--- config.mk ---
export PLATFORM = sky130hd
export DESIGN_NAME = pd2_pwr_responder
export DESIGN_NICKNAME = d
export VERILOG_FILES = /design/src/rtl/pd2_pwr_responder.sv
export SDC_FILE = /design/constraint.sdc
export NUM_CORES = 1
export LEC_CHECK = 0
export CAP_MARGIN = 10
export CORE_MARGIN = 1
export CORE_UTILIZATION = 52
export CTS_CLUSTER_DIAMETER = 200
export DETAILED_ROUTE_END_ITERATION = 12
export PLACE_DENSITY = 0.82
export SLEW_MARGIN = 15
export SYNTH_ARGS = -nofsm -noshare
export SYNTH_HDL_FRONTEND = slang
export SYNTH_SLANG_ARGS = --single-unit
--- constraint.sdc ---
create_clock -name i_aon_clk -period 2.5 [get_ports i_aon_clk]
set_input_delay 0.375 -clock i_aon_clk [delete_from_list [all_inputs] [get_ports i_aon_clk]]
set_output_delay 0.375 -clock i_aon_clk [all_outputs]
set_load 0.01 [all_outputs]
--- src/rtl/pd2_pwr_responder.sv ---
// PD2 power responder: answers the PD0 controller's power-on / sleep handshake,
// sequencing staggered power-switch enables up and down around settle and drain phases.
module pd2_pwr_responder #(
    parameter int NUM_SW     = 4,
    parameter int SW_STEP    = 2,
    parameter int SETTLE_CYC = 3,
    parameter int DRAIN_TO   = 16
) (
    input  logic              i_aon_clk,
    input  logic              i_soc_pwr_on_rst,
    input  logic              i_pwr_on_req,
    input  logic              i_hw_sleep_req,
    input  logic              i_idle_ack,
    output logic              o_pwr_on_ack,
    output logic              o_hw_sleep_ack,
    output logic [NUM_SW-1:0] o_sw_en,
    output logic              o_idle_req,
    output logic              o_drain_timeout,
    output logic [2:0]        o_state
);

    localparam int MAX_A = (SW_STEP > SETTLE_CYC) ? SW_STEP : SETTLE_CYC;
    localparam int MAX_C = (MAX_A > DRAIN_TO) ? MAX_A : DRAIN_TO;
    localparam int CW    = $clog2(MAX_C) + 1;

    localparam logic [CW-1:0] STEP_LAST   = CW'(SW_STEP - 1);
    localparam logic [CW-1:0] SETTLE_LAST = CW'(SETTLE_CYC - 1);
    localparam logic [CW-1:0] DRAIN_LAST  = CW'(DRAIN_TO - 1);
    localparam logic [CW-1:0] CNT_ONE     = CW'(1);

    typedef enum logic [2:0] {
        S_OFF     = 3'd0,
        S_RAMP_UP = 3'd1,
        S_SETTLE  = 3'd2,
        S_ON_HS   = 3'd3,
        S_RUN     = 3'd4,
        S_DRAIN   = 3'd5,
        S_RAMP_DN = 3'd6,
        S_OFF_HS  = 3'd7
    } state_t;

    state_t            r_state;
    logic [CW-1:0]     r_cnt;
    logic [NUM_SW-1:0] r_sw_en;
    logic              r_drain_timeout;
    logic [NUM_SW-1:0] w_sw_up;
    logic [NUM_SW-1:0] w_sw_dn;

    // Thermometer neighbours: one more segment on, or the topmost segment off.
    genvar gi;
    generate
        for (gi = 0; gi < NUM_SW; gi++) begin : g_shift
            if (gi == 0) begin : g_lo
                assign w_sw_up[gi] = 1'b1;
            end else begin : g_up
                assign w_sw_up[gi] = r_sw_en[gi-1];
            end
            if (gi == NUM_SW - 1) begin : g_hi
                assign w_sw_dn[gi] = 1'b0;
            end else begin : g_dn
                assign w_sw_dn[gi] = r_sw_en[gi+1];
            end
        end
    endgenerate

    always_ff @(posedge i_aon_clk) begin
        if (i_soc_pwr_on_rst) begin
            r_state         <= S_OFF;
            r_cnt           <= '0;
            r_sw_en         <= '0;
            r_drain_timeout <= 1'b0;
        end else begin
            case (r_state)
                S_OFF: begin
                    if (i_pwr_on_req) begin
                        r_state         <= S_RAMP_UP;
                        r_sw_en         <= NUM_SW'(1);
                        r_cnt           <= '0;
                        r_drain_timeout <= 1'b0;
                    end
                end
                S_RAMP_UP: begin
                    // A withdrawn request aborts ahead of any step decision.
                    if (!i_pwr_on_req) begin
                        r_state <= S_RAMP_DN;
                        r_sw_en <= w_sw_dn;
                        r_cnt   <= '0;
                    end else if (r_cnt == STEP_LAST) begin
                        r_cnt <= '0;
                        if (&r_sw_en) begin
                            r_state <= S_SETTLE;
                        end else begin
                            r_sw_en <= w_sw_up;
                        end
                    end else begin
                        r_cnt <= r_cnt + CNT_ONE;
                    end
                end
                S_SETTLE: begin
                    if (!i_pwr_on_req) begin
                        r_state <= S_RAMP_DN;
                        r_sw_en <= w_sw_dn;
                        r_cnt   <= '0;
                    end else if (r_cnt == SETTLE_LAST) begin
                        r_state <= S_ON_HS;
                        r_cnt   <= '0;
                    end else begin
                        r_cnt <= r_cnt + CNT_ONE;
                    end
                end
                S_ON_HS: begin
                    if (!i_pwr_on_req) begin
                        r_state <= S_RAMP_DN;
                        r_sw_en <= w_sw_dn;
                        r_cnt   <= '0;
                    end else if (!i_hw_sleep_req) begin
                        r_state <= S_RUN;
                    end
                end
                S_RUN: begin
                    if (i_hw_sleep_req || !i_pwr_on_req) begin
                        r_state <= S_DRAIN;
                        r_cnt   <= '0;
                    end
                end
                S_DRAIN: begin
                    // An ack arriving on the terminal cycle is a clean drain, not a timeout.
                    if (i_idle_ack) begin
                        r_state <= S_RAMP_DN;
                        r_sw_en <= w_sw_dn;
                        r_cnt   <= '0;
                    end else if (r_cnt == DRAIN_LAST) begin
                        r_state         <= S_RAMP_DN;
                        r_sw_en         <= w_sw_dn;
                        r_cnt           <= '0;
                        r_drain_timeout <= 1'b1;
                    end else begin
                        r_cnt <= r_cnt + CNT_ONE;
                    end
                end
                S_RAMP_DN: begin
                    if (r_cnt == STEP_LAST) begin
                        r_cnt <= '0;
                        if (r_sw_en == '0) begin
                            r_state <= S_OFF_HS;
                        end else begin
                            r_sw_en <= w_sw_dn;
                        end
                    end else begin
                        r_cnt <= r_cnt + CNT_ONE;
                    end
                end
                S_OFF_HS: begin
                    // Hold here until the controller drops its stale power-on request.
                    if (!i_pwr_on_req) begin
                        r_state <= S_OFF;
                    end
                end
                default: begin
                    r_state <= S_OFF;
                    r_sw_en <= '0;
                    r_cnt   <= '0;
                end
            endcase
        end
    end

    assign o_pwr_on_ack    = (r_state == S_ON_HS) || (r_state == S_RUN) || (r_state == S_DRAIN);
    assign o_hw_sleep_ack  = !((r_state == S_RUN) || (r_state == S_DRAIN));
    assign o_idle_req      = (r_state == S_DRAIN);
    assign o_sw_en         = r_sw_en;
    assign o_drain_timeout = r_drain_timeout;
    assign o_state         = r_state;

endmodule

==> results of run 1 <==
## kinds of logic after synthesis
| logic type | synth area share |
|---|---|
| buffers and inverters | 0.0650 |
| muxes | 0.0325 |
| AOI/OAI and AO/OA | 0.286 |
| DFF | 0.270 |
| and+or+nand+nor | 0.270 |
| adders and majority gates | 0.0754 |
## final cells by class
cell class / instances / area (µm²)
Sequential cell: 13 / 260
Tap cell: 25 / 31.3
Timing Repair Buffer: 15 / 150
Clock buffer: 4 / 26.3
Inverter: 9 / 33.8
Fill cell: 154 / 586
Multi-Input combinational cell: 91 / 639
## worst reg2reg max path, stage by stage (launching register included)
cell	delay [ns]
dfxtp_1	0.45
ha_1	0.23
nand3_1	0.12
inv_1	0.08
ha_1	0.16
nand2b_1	0.22
o211ai_1	0.17
nor2_1	0.29
mux2_1	0.36
## power groups by stage
stage               Sequential, mW  Combinational [mW]  Clock [mW]
finish                       0.341               0.509       0.139
global route                 0.355               0.555       0.148
CTS                          0.338               0.503       0.138
detailed placement           0.343               0.501           0
global placement             0.341               0.494           0
floorplan                    0.307               0.386           0
## sequential cells by signal (all words and copies together), names as in the netlist
| name | count |
|---|---|
| r_cnt | 5 |
| o_drain_timeout | 1 |
| o_state | 3 |
| o_sw_en | 4 |
## synth_stat cells, drive strengths merged
cell type   n
o22a        1
and3b       1
o41ai       1
a221oi      1
nand3b      1
a22o        3
nor2       12
nor4        1
a31oi       1
or4         2
clkbuf      1
dfxtp      13
and4bb      1
a21boi      1
or2         1
a41oi       1
a21oi       8
nor2b       1
maj3        1
nand2       9
buf         4
o31ai       1
nand2b      4
nand4bb     1
nor3        3
ha          5
and2        2
nand4       1
a31o        1
o31a        1
a211oi      1
mux2        1
o21ai       6
a311oi      3
o211ai      4
o211a       2
a2111o      1
inv         9
nand3       5
mux2i       2
## metrics by stage
step	hold slack [ns]	util	cell area [µm²]	std cells	total power [mW]
6_report	0.522	0.661	1140	157	0.989
5_1_grt	0.553	0.661	1140	157	1.06
4_1_cts	0.528	0.661	1140	157	0.979
3_5_place_dp	0.512	0.646	1110	153	0.844
3_3_place_gp	0.516	0.646	1110	153	0.835
2_1_floorplan	0.496	-	962	118	0.693
## worst max-delay path by stage
stage                                  from                 endpoint  cells past startpoint
floorplan             r_cnt[0]$_SDFFE_PP0P_  o_sw_en[0]$_SDFFE_PP0P_                      8
global placement               i_pwr_on_req  o_state[0]$_SDFFE_PP0P_                      6
detailed placement             i_pwr_on_req  o_sw_en[0]$_SDFFE_PP0P_                      6
CTS                 o_state[0]$_SDFFE_PP0P_               o_idle_req                      3
global route          r_cnt[0]$_SDFFE_PP0P_  o_sw_en[0]$_SDFFE_PP0P_                      8
finish              o_state[0]$_SDFFE_PP0P_               o_idle_req                      3
## per-layer routing
layer | vias to the layer above | GRT usage | share of wire
met2 | 36 | 0.414 | 0.49
li1 | 467 | - | -
met1 | 443 | 0.327 | 0.46
met3 | 7 | 0.0360 | 0.039
met4 | 0 | 0.121 | 0.018
met5 | - | 0 | 0
==> flow_metrics.tcl, run 1 <==
set metrics [dict create \
    core_region_area_um2 1730 \
    required_ns 2.12 \
    synth_cell_types 47 \
    finalHoldViolCount 0 \
    max_cap_viol_count 0 \
    grt_max_degree 20 \
    grt_first_pass_wirelength_um 3730 \
    drtIter0Drc 17 \
    ys_seq_area_frac 0.270 \
    power_switching_mw 0.441 \
    cts-htree-levels 1 \
    wl_per_cell_um 14.7 \
    final_common_cell "clkdlybuf4s50_1" \
    cts_root_buf "clkbuf_4" \
    hp-class "flop to flop" \
    worst_ir_drop_vdd_mv 0.491 \
    reg2regPathDepth 8 \
    grt_antenna_before_repair 0 \
    cts_setup_buffers 0 \
    outcome "finished clean" \
    crit_family "buffers and inverters" \
    p_clk_frac 0.141 \
    pin_count 16 \
    dieHeight_um 45.0 \
    synth_area_um2 962 \
    fmax_mhz 446 \
    yosys_warnings 0 \
    post-route-period-util 0.898 \
    timing.final.ws_setup_ns 0.256 \
    worstSetupEndpointType "output port" \
    r2r-start "r_cnt[1]$_SDFFE_PP0P_" \
    clock_latency_ns 0.29 \
    grt_overflow 0 \
    synth_area_per_cell_um2 8.15 \
    num_antenna_cells 0 \
    cp-start-kind "flop" \
    port_buffers 15 \
    arrival_ns 1.87 \
    hold_path_depth 2 \
    rsz0062_at_grt "no" \
    hpwlAfterDp_um 1700 \
    slew_headroom 0.652 \
    power.leakage_nw 0.419 \
    path_clk_slew_ns 0.09 \
    clockBufferDepth 2 \
    critPathMaxStageDelay_ns 0.65 \
    crit_slowest_cell "dfxtp_1" \
    firstDrtPassIters 6 \
    cts_made_buffers 3 \
    rows 15 \
    gp_congestion 0.855 \
    worstMarginPinSlew_ns 0.521 \
    critical_path_class "flop to output port" \
    layout_min_cycle_time_ns 2.24 \
    setup-violations-final 0 \
    netlist_instances 118 \
    remaining_drc_errors 0 \
    timing.rr.end "o_sw_en[0]$_SDFFE_PP0P_" \
    dieArea_um2 2030 \
    wl_um 2310 \
    syn_nets 128 \
    cts_tree "yes" \
    p_per_area_nw_per_um2 866 \
    cts_resized 0 \
    initial_core_util 0.557 \
    worst-path-buf-inv 2 \
    cts-hold-fix-buffers 0 \
    combPwrFrac 0.514 \
    hold_end "o_drain_timeout$_SDFFE_PP0P_" \
    nNetsFinal 143 \
    vias 953 \
    cp_max_fo 17 \
    synth_top_area_share 0.270 \
    synth_top_area_cell "dfxtp_1" \
    place_ws_ns 0.180 \
    hp-start "o_drain_timeout$_SDFFE_PP0P_" \
    fin_worst_skew_ns 0.0135 \
    ys_ff_latch 13 \
    cts_sinks 13 \
    path_cells "inv_1 -> nor2_1 -> clkdlybuf4s50_1" \
    synth.area.top_cells "dfxtp_1, ha_1, nor2_1" \
    grt_usage 0.254 \
    r2r_slack_ns 0.31 \
    final_cell_mix "clkdlybuf4s50_1, dfxtp_1, nor2_1" \
    grt_pass1_vias 869 \
    vias_per_cell 6.07 \
    finalMaxSlewViolations 0 \
    tns_ns 0 \
    p_int_mw 0.548 \
    switching_share 0.446 \
    die_x_um 45.0 \
    ant_nets 0 \
    pwr-share-seq 0.345 \
    syn_to_final_growth_pct 18.6 \
    drive_gt1_frac 0.0909 \
]
Power figures use the tool's default switching activity.
==> inputs of run 2 (changes only) <==
--- a/config.mk
+++ b/config.mk
@@ -6,7 +6,7 @@
 export NUM_CORES = 1
 export LEC_CHECK = 0
 export CAP_MARGIN = 10
-export CORE_MARGIN = 1
+export CORE_MARGIN = 10
 export CORE_UTILIZATION = 52
 export CTS_CLUSTER_DIAMETER = 200
 export DETAILED_ROUTE_END_ITERATION = 12
==> run 2 against run 1 <==
- setup slack lost 0.033 ns
- design area unchanged
- hold slack gained 0.0094 ns
- first-iteration DRC count increased by 65%
- clock skew rose by 0.00091 ns
- cell count unchanged
- via count up 0.52%
- clock-buffer cell count unchanged
==> flow_metrics.tcl, run 2 (synthesized netlist as in run 1, its figures left out) <==
set metrics [dict create \
    layout_min_cycle_time_ns 2.28 \
    tns_ns 0 \
    fin_cells 157 \
    grt_first_pass_wirelength_um 4170 \
    max_cap_viol_count 0 \
    grt_usage 0.123 \
    initial_core_util 0.551 \
    fillers 162 \
    worst_ir_drop_vdd_mv 0.485 \
    p_int_mw 0.548 \
    outcome "finished clean" \
    worstSetupEndpointType "output port" \
    vias_per_cell 6.10 \
    cts_tree "yes" \
    reg2regPathDepth 8 \
    largest_reg_flops 5 \
    total_power_mw 0.995 \
    cts_setup_buffers 0 \
    final_cell_mix "clkdlybuf4s50_1, dfxtp_1, nor2_1" \
    post-route-period-util 0.911 \
    remaining_drc_errors 0 \
    gp_congestion 0.879 \
    wl_um 2460 \
    timing.final.ws_setup_ns 0.223 \
    cts_made_buffers 3 \
    rows 15 \
    required_ns 2.12 \
    hp-start "o_drain_timeout$_SDFFE_PP0P_" \
    r2r-start "r_cnt[0]$_SDFFE_PP0P_" \
    pwr-share-seq 0.342 \
    dieHeight_um 63.0 \
    cp_max_fo 17 \
    power.leakage_nw 0.419 \
    pin_count 16 \
    grt_pass1_vias 958 \
    cts_sinks 13 \
    wl_per_cell_um 15.7 \
    grt_overflow 0 \
    arrival_ns 1.90 \
    hp-class "flop to flop" \
    cts-hold-fix-buffers 0 \
    finish.utilization 0.654 \
    final_common_cell "clkdlybuf4s50_1" \
    r2r_slack_ns 0.37 \
    hold_end "o_drain_timeout$_SDFFE_PP0P_" \
    finalMaxSlewViolations 0 \
    vias 958 \
    top_register "r_cnt" \
    die_x_um 63.0 \
    clock_latency_ns 0.29 \
    core_region_area_um2 1750 \
    drtIter0Drc 28 \
    power_switching_mw 0.447 \
    combPwrFrac 0.522 \
    dieArea_um2 3970 \
    setup-violations-final 0 \
    cts_resized 0 \
    p_per_area_nw_per_um2 872 \
    worst-path-buf-inv 1 \
    rsz0062_at_grt "no" \
    syn_to_final_growth_pct 18.6 \
    switching_share 0.449 \
    clockBufferDepth 2 \
    p_clk_frac 0.136 \
    dp_cells 153 \
    num_antenna_cells 0 \
    finalHoldViolCount 0 \
    ant_nets 0 \
    hold_path_depth 2 \
    fmax_mhz 439 \
    hpwlAfterDp_um 1860 \
    port_buffers 15 \
    cp-start-kind "flop" \
    cts-htree-levels 1 \
    drive_gt1_frac 0.0909 \
    path_cells "nand2_1 -> o21ai_0 -> clkdlybuf4s50_1" \
    grt_max_degree 20 \
    critPathMaxStageDelay_ns 0.65 \
    timing.rr.end "o_state[0]$_SDFFE_PP0P_" \
    worstMarginPinSlew_ns 0.528 \
    path_clk_slew_ns 0.09 \
    critical_path_class "flop to output port" \
    grt_antenna_before_repair 0 \
    nNetsFinal 143 \
    place_ws_ns 0.184 \
    crit_family "flip-flops" \
    crit_slowest_cell "dfxtp_1" \
    critPathLaunch "o_state[0]$_SDFFE_PP0P_" \
    firstDrtPassIters 4 \
    slew_headroom 0.648 \
    cts_root_buf "clkbuf_4" \
    fin_worst_skew_ns 0.0144 \
]
-- run 2: cell counts in the layout (fill, tap and decap cells not counted) --
Identical to the previous run, type by type.
-- run 2: through the flow --
stage / hold WS, ns / cell area, µm²
after global placement: 0.512 / 1110
after detailed placement: 0.524 / 1110
after global routing: 0.568 / 1140
final: 0.532 / 1140
after floorplan: 0.496 / 962
after CTS: 0.535 / 1140
-- run 2: power by group through the flow --
stage / Combinational [mW] / Sequential, mW / Clock (mW)
floorplan: 0.386 / 0.307 / 0
global placement: 0.499 / 0.341 / 0
detailed placement: 0.513 / 0.344 / 0
CTS: 0.516 / 0.339 / 0.138
global route: 0.563 / 0.350 / 0.147
finish: 0.519 / 0.341 / 0.136
-- run 2: cell type report --
cell class | instances | area [µm²] | share of cell area
inverters | 9 | 33.8 | 0.0296
clock buffers | 4 | 26.3 | 0.0230
multi-input cells | 91 | 639 | 0.560
flip-flops and latches | 13 | 260 | 0.228
well taps | 25 | 31.3 | 0.0274
repair buffers | 15 | 150 | 0.132
-- run 2: worst max path at each step --
stage / end / slack (ns) / cells after the start
floorplan: o_sw_en[0]$_SDFFE_PP0P_ / 0.60 / 8
global placement: o_state[0]$_SDFFE_PP0P_ / 0.25 / 6
detailed placement: o_sw_en[0]$_SDFFE_PP0P_ / 0.18 / 6
CTS: o_pwr_on_ack / 0.23 / 3
global route: o_pwr_on_ack / 0.13 / 3
finish: o_pwr_on_ack / 0.22 / 3
-- run 2: per-layer routing --
layer / vias to the layer above / part of all wire / global-route usage
li1: 464 / - / -
met1: 450 / 0.42 / 0.125
met2: 37 / 0.48 / 0.217
met3: 7 / 0.073 / 0.0323
met4: 0 / 0.023 / 0.0810
met5: - / 0 / 0
-- run 2: tightest hold or removal path: stages, from the launching register on --
cell	delay, ns
dfxtp_1	0.32
a21oi_1	0.11
a311oi_1	0.06
